$ cat src/rtl/alu_pkg.sv
// Shared types and sizing for the multi-cycle 64-bit ALU.
// Defines the op encoding, the FSM state encoding and the slice geometry.
// Imported by alu16_slice and alu64bit_mc.
package alu_pkg;

    localparam int SLICE_W  = 16;
    localparam int N_SLICES = 4;

    typedef enum logic [1:0] {
        OP_ADD = 2'b00,
        OP_SUB = 2'b01,
        OP_XOR = 2'b10,
        OP_NOR = 2'b11
    } op_t;

    typedef enum logic [1:0] {
        S_IDLE = 2'b00,
        S_CALC = 2'b01,
        S_DONE = 2'b10
    } state_t;

endpackage

$ cat src/rtl/alu16_slice.sv
// Combinational 16-bit ALU slice: ADD, SUB (a + ~b + cin), XOR, NOR.
// Ports: a/b operand slices, cin slice carry-in, op operation; s slice result, cout slice carry-out.
// Logic ops report cout=0 so the final carry of a logic op is always zero.
module alu16_slice
    import alu_pkg::*;
(
    input  logic [SLICE_W-1:0] a,
    input  logic [SLICE_W-1:0] b,
    input  logic               cin,
    input  op_t                op,
    output logic [SLICE_W-1:0] s,
    output logic               cout
);

    logic [SLICE_W:0] w_sum;

    always_comb begin
        w_sum = '0;
        s     = '0;
        cout  = 1'b0;
        unique case (op)
            OP_ADD: begin
                w_sum = {1'b0, a} + {1'b0, b} + {{SLICE_W{1'b0}}, cin};
                s     = w_sum[SLICE_W-1:0];
                cout  = w_sum[SLICE_W];
            end
            OP_SUB: begin
                w_sum = {1'b0, a} + {1'b0, ~b} + {{SLICE_W{1'b0}}, cin};
                s     = w_sum[SLICE_W-1:0];
                cout  = w_sum[SLICE_W];
            end
            OP_XOR: s = a ^ b;
            OP_NOR: s = ~(a | b);
            default: begin
                s    = '0;
                cout = 1'b0;
            end
        endcase
    end

endmodule

$ cat src/rtl/alu64bit_mc.sv
// Multi-cycle 64-bit ALU: one 16-bit slice per cycle, carry held in a register between slices.
// Ports: clk/rst (sync, active-high); in_valid/in_ready + a, b, cin, op in; out_valid/out_ready + s, cout out.
// Latency 4 cycles accept-to-out_valid; one op in flight, result held stable until out_ready.
module alu64bit_mc
    import alu_pkg::*;
#(
    parameter int WIDTH = 64  // must equal SLICE_W*N_SLICES
) (
    input  logic             clk,
    input  logic             rst,
    input  logic             in_valid,
    output logic             in_ready,
    input  logic [WIDTH-1:0] a,
    input  logic [WIDTH-1:0] b,
    input  logic             cin,
    input  logic [1:0]       op,
    output logic             out_valid,
    input  logic             out_ready,
    output logic [WIDTH-1:0] s,
    output logic             cout
);

    state_t             r_state;
    logic [WIDTH-1:0]   r_a;
    logic [WIDTH-1:0]   r_b;
    op_t                r_op;
    logic               r_carry;
    logic [1:0]         r_k;
    logic [WIDTH-1:0]   r_s;
    logic               r_cout;
    logic               r_in_ready;
    logic               r_out_valid;

    logic [SLICE_W-1:0] w_sl_a;
    logic [SLICE_W-1:0] w_sl_b;
    logic [SLICE_W-1:0] w_sl_s;
    logic               w_sl_cout;

    // Operand slice selected by the slice counter feeds the single shared slice.
    always_comb begin
        w_sl_a = '0;
        w_sl_b = '0;
        unique case (r_k)
            2'd0: begin w_sl_a = r_a[15:0];  w_sl_b = r_b[15:0];  end
            2'd1: begin w_sl_a = r_a[31:16]; w_sl_b = r_b[31:16]; end
            2'd2: begin w_sl_a = r_a[47:32]; w_sl_b = r_b[47:32]; end
            2'd3: begin w_sl_a = r_a[63:48]; w_sl_b = r_b[63:48]; end
            default: begin w_sl_a = '0; w_sl_b = '0; end
        endcase
    end

    alu16_slice u_slice (
        .a    (w_sl_a),
        .b    (w_sl_b),
        .cin  (r_carry),
        .op   (r_op),
        .s    (w_sl_s),
        .cout (w_sl_cout)
    );

    always_ff @(posedge clk) begin
        if (rst) begin
            r_state     <= S_IDLE;
            r_a         <= '0;
            r_b         <= '0;
            r_op        <= OP_ADD;
            r_carry     <= 1'b0;
            r_k         <= 2'd0;
            r_s         <= '0;
            r_cout      <= 1'b0;
            r_in_ready  <= 1'b1;
            r_out_valid <= 1'b0;
        end else begin
            unique case (r_state)
                S_IDLE: begin
                    if (in_valid) begin
                        r_a        <= a;
                        r_b        <= b;
                        r_op       <= op_t'(op);
                        r_carry    <= cin;
                        r_k        <= 2'd0;
                        r_in_ready <= 1'b0;
                        r_state    <= S_CALC;
                    end
                end
                S_CALC: begin
                    r_s[r_k*SLICE_W +: SLICE_W] <= w_sl_s;
                    r_carry <= w_sl_cout;
                    // Counter wraps 3->0 on the last slice, leaving it ready for the next op.
                    r_k     <= r_k + 2'd1;
                    if (r_k == 2'd3) begin
                        r_cout      <= w_sl_cout;
                        r_out_valid <= 1'b1;
                        r_state     <= S_DONE;
                    end
                end
                S_DONE: begin
                    if (out_ready) begin
                        r_out_valid <= 1'b0;
                        r_in_ready  <= 1'b1;
                        r_state     <= S_IDLE;
                    end
                end
                default: begin
                    r_out_valid <= 1'b0;
                    r_in_ready  <= 1'b1;
                    r_state     <= S_IDLE;
                end
            endcase
        end
    end

    assign in_ready  = r_in_ready;
    assign out_valid = r_out_valid;
    assign s         = r_s;
    assign cout      = r_cout;

endmodule
$ cat config.mk
export PLATFORM = sky130hd
export DESIGN_NAME = alu64bit_mc
export DESIGN_NICKNAME = d
export VERILOG_FILES = /design/src/rtl/alu_pkg.sv /design/src/rtl/alu16_slice.sv /design/src/rtl/alu64bit_mc.sv
export SDC_FILE = /design/constraint.sdc
export NUM_CORES = 1
export LEC_CHECK = 0
export BUFFER_PORTS_ARGS = -buffer_cell sky130_fd_sc_hd__buf_4
export CORE_UTILIZATION = 40
export CTS_BUF_LIST = sky130_fd_sc_hd__clkbuf_4 sky130_fd_sc_hd__clkbuf_8
export DETAILED_ROUTE_END_ITERATION = 12
export GPL_TIMING_DRIVEN = 0
export PLACE_DENSITY_LB_ADDON = 0.15
export RECOVER_POWER = 100
export SYNTH_ARGS = -nofsm -noshare
export SYNTH_HDL_FRONTEND = slang
export SYNTH_SLANG_ARGS = --single-unit
$ cat constraint.sdc
create_clock -name clk -period 9.2 [get_ports clk]
set_input_delay 0 -clock clk [delete_from_list [all_inputs] [get_ports clk]]
set_output_delay 0 -clock clk [all_outputs]
set_load 0.02 [all_outputs]
Yosys cells after proc, flatten, opt, wreduce, memory -nomap -nowiden
Cells that the tools add are included.
{"block": "totals", "in_bits": 135, "output_inout_bits": 67, "register_bits": 202}
{"block": "classes", "reduce_logical": 10, "n_mux": 19, "n_bitwise": 6, "add_sub_neg": 6, "n_shift": 2, "eq_ne": 11}
{"op": "$pmux W16 S4", "n": 3}
{"op": "$bwmux W64", "n": 1}
{"op": "$shift A16 B34 Y64 const A", "n": 1}
{"op": "$shiftx A16 B34 Y64", "n": 1}
{"op": "$add A16 B16 Y17", "n": 2}
{"op": "$add A17 B1 Y17", "n": 2}
{"op": "$neg A6 Y34", "n": 1}
{"op": "$not A16 Y16", "n": 2}
{"op": "$or A16 B16 Y16", "n": 1}
{"op": "$xor A16 B16 Y16", "n": 1}
{"op": "$eq A2 B2 Y1 const B", "n": 5}
{"op": "$reduce_and A3 Y1", "n": 3}
{"op": "$mux W2", "n": 4}
{"op": "$eq A2 B1 Y1 const B", "n": 3}
{"op": "$logic_not A2 Y1", "n": 3}
{"op": "$ne A2 B2 Y1 const B", "n": 3}
{"op": "$pmux W1 S3", "n": 2}
{"op": "$pmux W2 S3", "n": 1}
{"op": "$reduce_and A2 Y1", "n": 3}
{"op": "$mux W1", "n": 5}
{"op": "$pmux W1 S2", "n": 2}
{"op": "$pmux W2 S2", "n": 1}
{"op": "$add A2 B1 Y2 const B", "n": 1}
{"op": "$not A1 Y1", "n": 2}
{"op": "$reduce_bool A2 Y1", "n": 1}

Logic depth before layout (Yosys ltp)
{"block": "depth", "word_depth": 8, "mapped_depth": 20, "depth_no_buf": 18}

Modules after synthesis
A second synthesis with hierarchy kept.
{"block": "hier_totals", "hier_cells": 1259, "hier_area_um2": 10188.5}
{"module": "alu64bit_mc", "area_each_um2": 7847.5, "cells_each": 929, "seq_area_each_um2": 4043.9, "instances": 1}
{"module": "alu16_slice", "area_each_um2": 2341.0, "cells_each": 330, "seq_area_each_um2": 0.0, "instances": 1}

Least setup slack after synthesis
Ideal clock, no wire load.
{"block": "synth_timing", "path_type": "register -> register", "start": "register r_k[0]", "end": "register r_s[10] (netlist: s[10])", "t_arrival_ps": 4289, "stages_incl_launch_ff": 20, "required_time_ps": 9139, "setup_time_ps": 61, "path_slack_ps": 4850, "path_cell_list": "dfxtp_1 ha_1 clkbuf_1 buf_1 a222oi_1 nand2_1 o21ai_0 inv_1 ha_1 inv_1 ha_1 or2_2 fa_1 a21o_1 a211o_1 a211oi_1 mux2i_1 o31ai_1 a221oi_1 a22o_1"}
{"block": "synth_between", "elab_chain_cells": 8, "word_cells_on_any_way": 19}
{"item": "start, declared", "line_no": "alu64bit_mc.sv:28", "rtl": "logic [1:0] r_k;"}
{"item": "start signal, assigned", "line_no": "alu64bit_mc.sv:90", "rtl": "r_k <= r_k + 2'd1;"}
{"item": "$eq A2 B2 Y1 (tied with other cells)", "line_no": "alu64bit_mc.sv:43", "rtl": "unique case (r_k)"}
{"item": "$pmux W16 S4", "line_no": "alu64bit_mc.sv:43"}
{"item": "$not A16 Y16", "line_no": "alu16_slice.sv:28", "rtl": "w_sum = {1'b0, a} + {1'b0, ~b} + {{SLICE_W{1'b0}}, cin};"}
{"item": "$add A16 B16 Y17", "line_no": "alu16_slice.sv:28"}
{"item": "$add A17 B1 Y17", "line_no": "alu16_slice.sv:28"}
{"item": "$pmux W16 S4", "line_no": "alu16_slice.sv:21", "rtl": "unique case (op)"}
{"item": "$shiftx A16 B34 Y64", "line_no": "alu64bit_mc.sv:87", "rtl": "r_s[r_k*SLICE_W +: SLICE_W] <= w_sl_s;"}
{"item": "$bwmux W64 (*)", "line_no": "alu64bit_mc.sv:87"}
{"item": "end signal, assigned by index", "line_no": "alu64bit_mc.sv:87"}
{"item": "end, declared", "line_no": "alu64bit_mc.sv:29", "rtl": "logic [WIDTH-1:0] r_s;"}
Every way passes the cells marked *; elsewhere a longest branch is shown, timed or not.
A chain may end at the register's enable or synchronous reset.

Worst setup path in the final report
{"block": "layout_timing", "start": "register r_k[0]", "end": "register r_s[14] (netlist: s[14])"}
The elaborated chain is that of the path after synthesis.

==> summary.md <==
| Metric | Value |
|---|---|
| Full die area | `0.0263 sq mm` |
| Setup ws final | `3.17 ns` |
| Post-synth top area cell | `dfxtp_1` |
| Clock Root Buffer | `clkbuf_8` |
| Die boundary width | `162 um` |
| Overall routing resource usage | `27.9%` |
| Required arrival time at the worst endpoint | `9.56 ns` |
| Arr. time, crit path | `6.39 ns` |
| Synth Warn # | `0` |
| Critical Path Start Type | `register` |
| Signed area change from the synthesized netlist to the final layout | `36.9%` |
| Share of layout cells above drive strength 1 | `13.5%` |
| Switch share | `29.2%` |
| Count of buffers from port buffering | `201` |
| Hold-fix buffers at CTS | `135` |
| Share of synthesized flip-flops with an asynchronous set or reset | `0%` |
| Number of flops mapped to enable cells by yosys | `0` |
| Initial core utilization | `40.7%` |
| Ratio of routed vias to standard cells | `5.23` |
| Largest voltage drop on the vdd net | `0.0000917 V` |
| CTS clk-pin slew, worst paths | `0.07 ns` |
| Maximum clock frequency | `166 MHz` |
| Number of distinct standard cells referenced by the synthesized netlist | `67` |
| Total congestion overflow after global routing | `0` |
| Hold violation total from the final report | `0` |
| Antenna Violating Nets Remaining | `0` |
| Number of register bits inferred by synthesis | `202` |
| Final total negative setup slack | `0 ns` |
| Path type of the worst min-delay path | `in2reg` |
| Final critical delay including setup and external delays | `6.03 ns` |
| Detail Placement HPWL | `27.2 mm` |
| I/O Pins | `202` |
| H-tree levels | `2` |
| Total of cells resized after clock tree synthesis | `0` |
| TritonRoute pass-1 iters | `5` |
| Violation count after the first detailed-routing iteration | `830` |
| Gate count of the mapped netlist | `1,329` |
| Dpl cell area | `0.0122 sq mm` |
| Post-route design area | `0.0140 sq mm` |
| Setup Skew | `0.0409 ns` |
| Portion of total power attributed to combinational logic | `20.6%` |
| Most frequent cell after synthesis | `nand2_1` |
| RSZ-0062 raised after global routing | `no` |
| Largest fanout of any net on the critical path | `10` |
| Critical path capture point type | `register` |
| Worst setup path class | `reg2reg` |
| Yosys top cell area share | `39.5%` |
| Sequential-to-total area share from yosys stat | `39.5%` |
| Core area | `0.0252 sq mm` |
| Max-cap violations | `0` |
| Leading post-synthesis cells by cell area | `dfxtp_1 39%, nand2_1 14%, a21oi_1 8.3%, ha_1 6.7%, a22oi_1 3.8%` |
| Dominant synthesized flop cell | `dfxtp_1` |
| CTS Sinks | `202` |
| Leakage Power | `5.88 nW` |
| DRT Wirelength | `36.8 mm` |
| DRC | `0` |
| Largest net degree at the start of global routing | `11` |
| Clock tree from TritonCTS | `built` |
| Status | `finished, final reports clean` |
| Weighted congestion at the end of routability-driven global placement | `0.923` |
| NetSw | `0.677 mW` |
| Remaining max-slew budget at the tightest pin | `27.7%` |
| Number of max-slew violations in the final report | `0` |
| Post-layout power | `2.31 mW` |
| ANT cells | `0` |
| Via count of the first global-routing pass | `10,300` |
| Number of antenna violations at the first check in global routing | `0` |
| Clock insertion delay at the later pin of the skew report | `0.54 ns` |
| Proportion of power drawn by flip-flops and latches | `40.5%` |
| Total power density per cell area | `165 mW/mm^2` |
| Site row count | `58` |
| Proportion of power drawn by the clock network | `38.9%` |
| Height of the chip | `162 um` |
| Number of setup buffers added after CTS | `0` |
| Internal Pwr Total | `1.64 mW` |
| CTS Buffer Depth | `3` |
| Clock buffer count from CTS | `36` |
| Final #Nets | `1,896` |
| Synthesized area per cell | `7.71 sq um` |
| Post-Syn Nets | `1,521` |
| List of most frequent post-synthesis cells | `386 x nand2_1, 202 x dfxtp_1, 169 x a21oi_1` |
| Portion of the clock cycle consumed by the worst path in the final layout | `65.6%` |
| First-pass GRT wire length | `56.2 mm` |
| Routed via count | `10,800` |
| Setup violators final | `0` |
| Worst slack after detailed placement | `3.37 ns` |
| Post-DR wirelength/cell | `17.9 um` |
| Least-Margin Pin Slew | `1.08 ns` |
| Netlist Area Pre-Place | `0.0102 sq mm` |
[power by group through the flow]
stage	Combinational, mW	Sequential (mW)	Clock (mW)
floorplan	0.270	0.955	0
global placement	0.433	0.955	0
detailed placement	0.436	0.956	0
CTS	0.483	0.937	0.910
global route	0.525	0.941	0.954
finish	0.478	0.938	0.899
[metal layers]
| layer | track usage (%) | vias to the layer above | part of all wire [%] |
|---|---|---|---|
| li1 | - | 5302 | - |
| met2 | 46.1 | 401 | 46 |
| met1 | 36.6 | 4992 | 44 |
| met5 | 0 | - | 0 |
| met3 | 3.78 | 68 | 6.6 |
| met4 | 10.8 | 0 | 3.2 |
[registers in the layout, indices dropped and copies added (netlist names)]
signal	flops
cout	1
in_ready	1
out_valid	1
r_a	64
r_b	64
r_carry	1
r_k	2
r_op	2
r_state	2
s	64
[cell type report]
type | instances | area, sq um
fill | 2428 | 11200
multi-input combinational | 988 | 5650
sequential | 202 | 4040
timing repair buffer | 337 | 2610
clock buffer | 58 | 723
tap | 330 | 413
buffer | 84 | 324
inverter | 55 | 206
clock inverter | 5 | 60.1
[cells in the final DEF (no fill, tap or decap), types with 3 or more instances in the layout]
cell and instances:
mux4_2 3, a22oi_1 52, a21o_1 9, a221oi_1 4, mux2i_1 20, clkbuf_4 12
nor4_1 4, nand4_1 6, buf_4 134, nand3_1 12, nor3_1 16, a22o_1 9
o22ai_1 3, a211oi_1 8, nand2_1 386, buf_2 4, clkbuf_1 140, o211ai_1 8
xnor2_1 6, nor2_1 60, a31oi_1 6, inv_1 53, a21oi_1 169, o21bai_1 6
buf_1 7, a211o_1 3, ha_1 55, nor2b_1 6, mux2_2 20, nand2b_1 18
o21ai_0 39, clkbuf_8 46, dfxtp_1 202, dlygate4sd3_1 135, or2_2 4, o31ai_1 10
[final timing paths]
path,start,to,slack (ns),cells after the start
max,r_k[0],s[14],3.17,19
min,a[19],r_a[19],0.26,4
max reg2reg,r_k[0],s[14],3.17,19
min reg2reg,s[41],s[41],0.45,2
[worst max-delay path, cell delays in order, from the launching register on]
cell	delay (ns)
dfxtp_1	0.44
ha_1	0.18
clkbuf_1	0.54
clkbuf_1	0.63
a222oi_1	0.26
nand2_1	0.16
o21ai_0	0.17
inv_1	0.11
ha_1	0.13
inv_1	0.04
ha_1	0.18
or2_2	0.29
fa_1	0.40
a21o_1	0.26
a2111oi_4	0.36
nor3_1	0.15
a2111oi_0	0.70
xnor2_1	0.15
a211oi_1	0.48
o21ai_0	0.20
[per-stage QoR]
| step | hold slack (ns) | util [%] | std cells |
|---|---|---|---|
| finish | 0.257 | 55.7 | 2059 |
| global route | 0.274 | 55.7 | 2059 |
| CTS | 0.246 | 56.8 | 2058 |
| detailed placement | 0.255 | 48.4 | 1860 |
| global placement | 0.253 | 48.3 | 1860 |
| floorplan | 0.136 | - | 1329 |
[kinds of logic after synthesis]
family	after synthesis	synth area share, %
fa+ha+maj	57	7.11
simple gates	529	21.3
flops	202	39.5
buf+inv	139	5.18
xor+xnor	7	0.598
compound gates	351	21.4
mux	44	4.92
(Power assumes the default switching activity.)
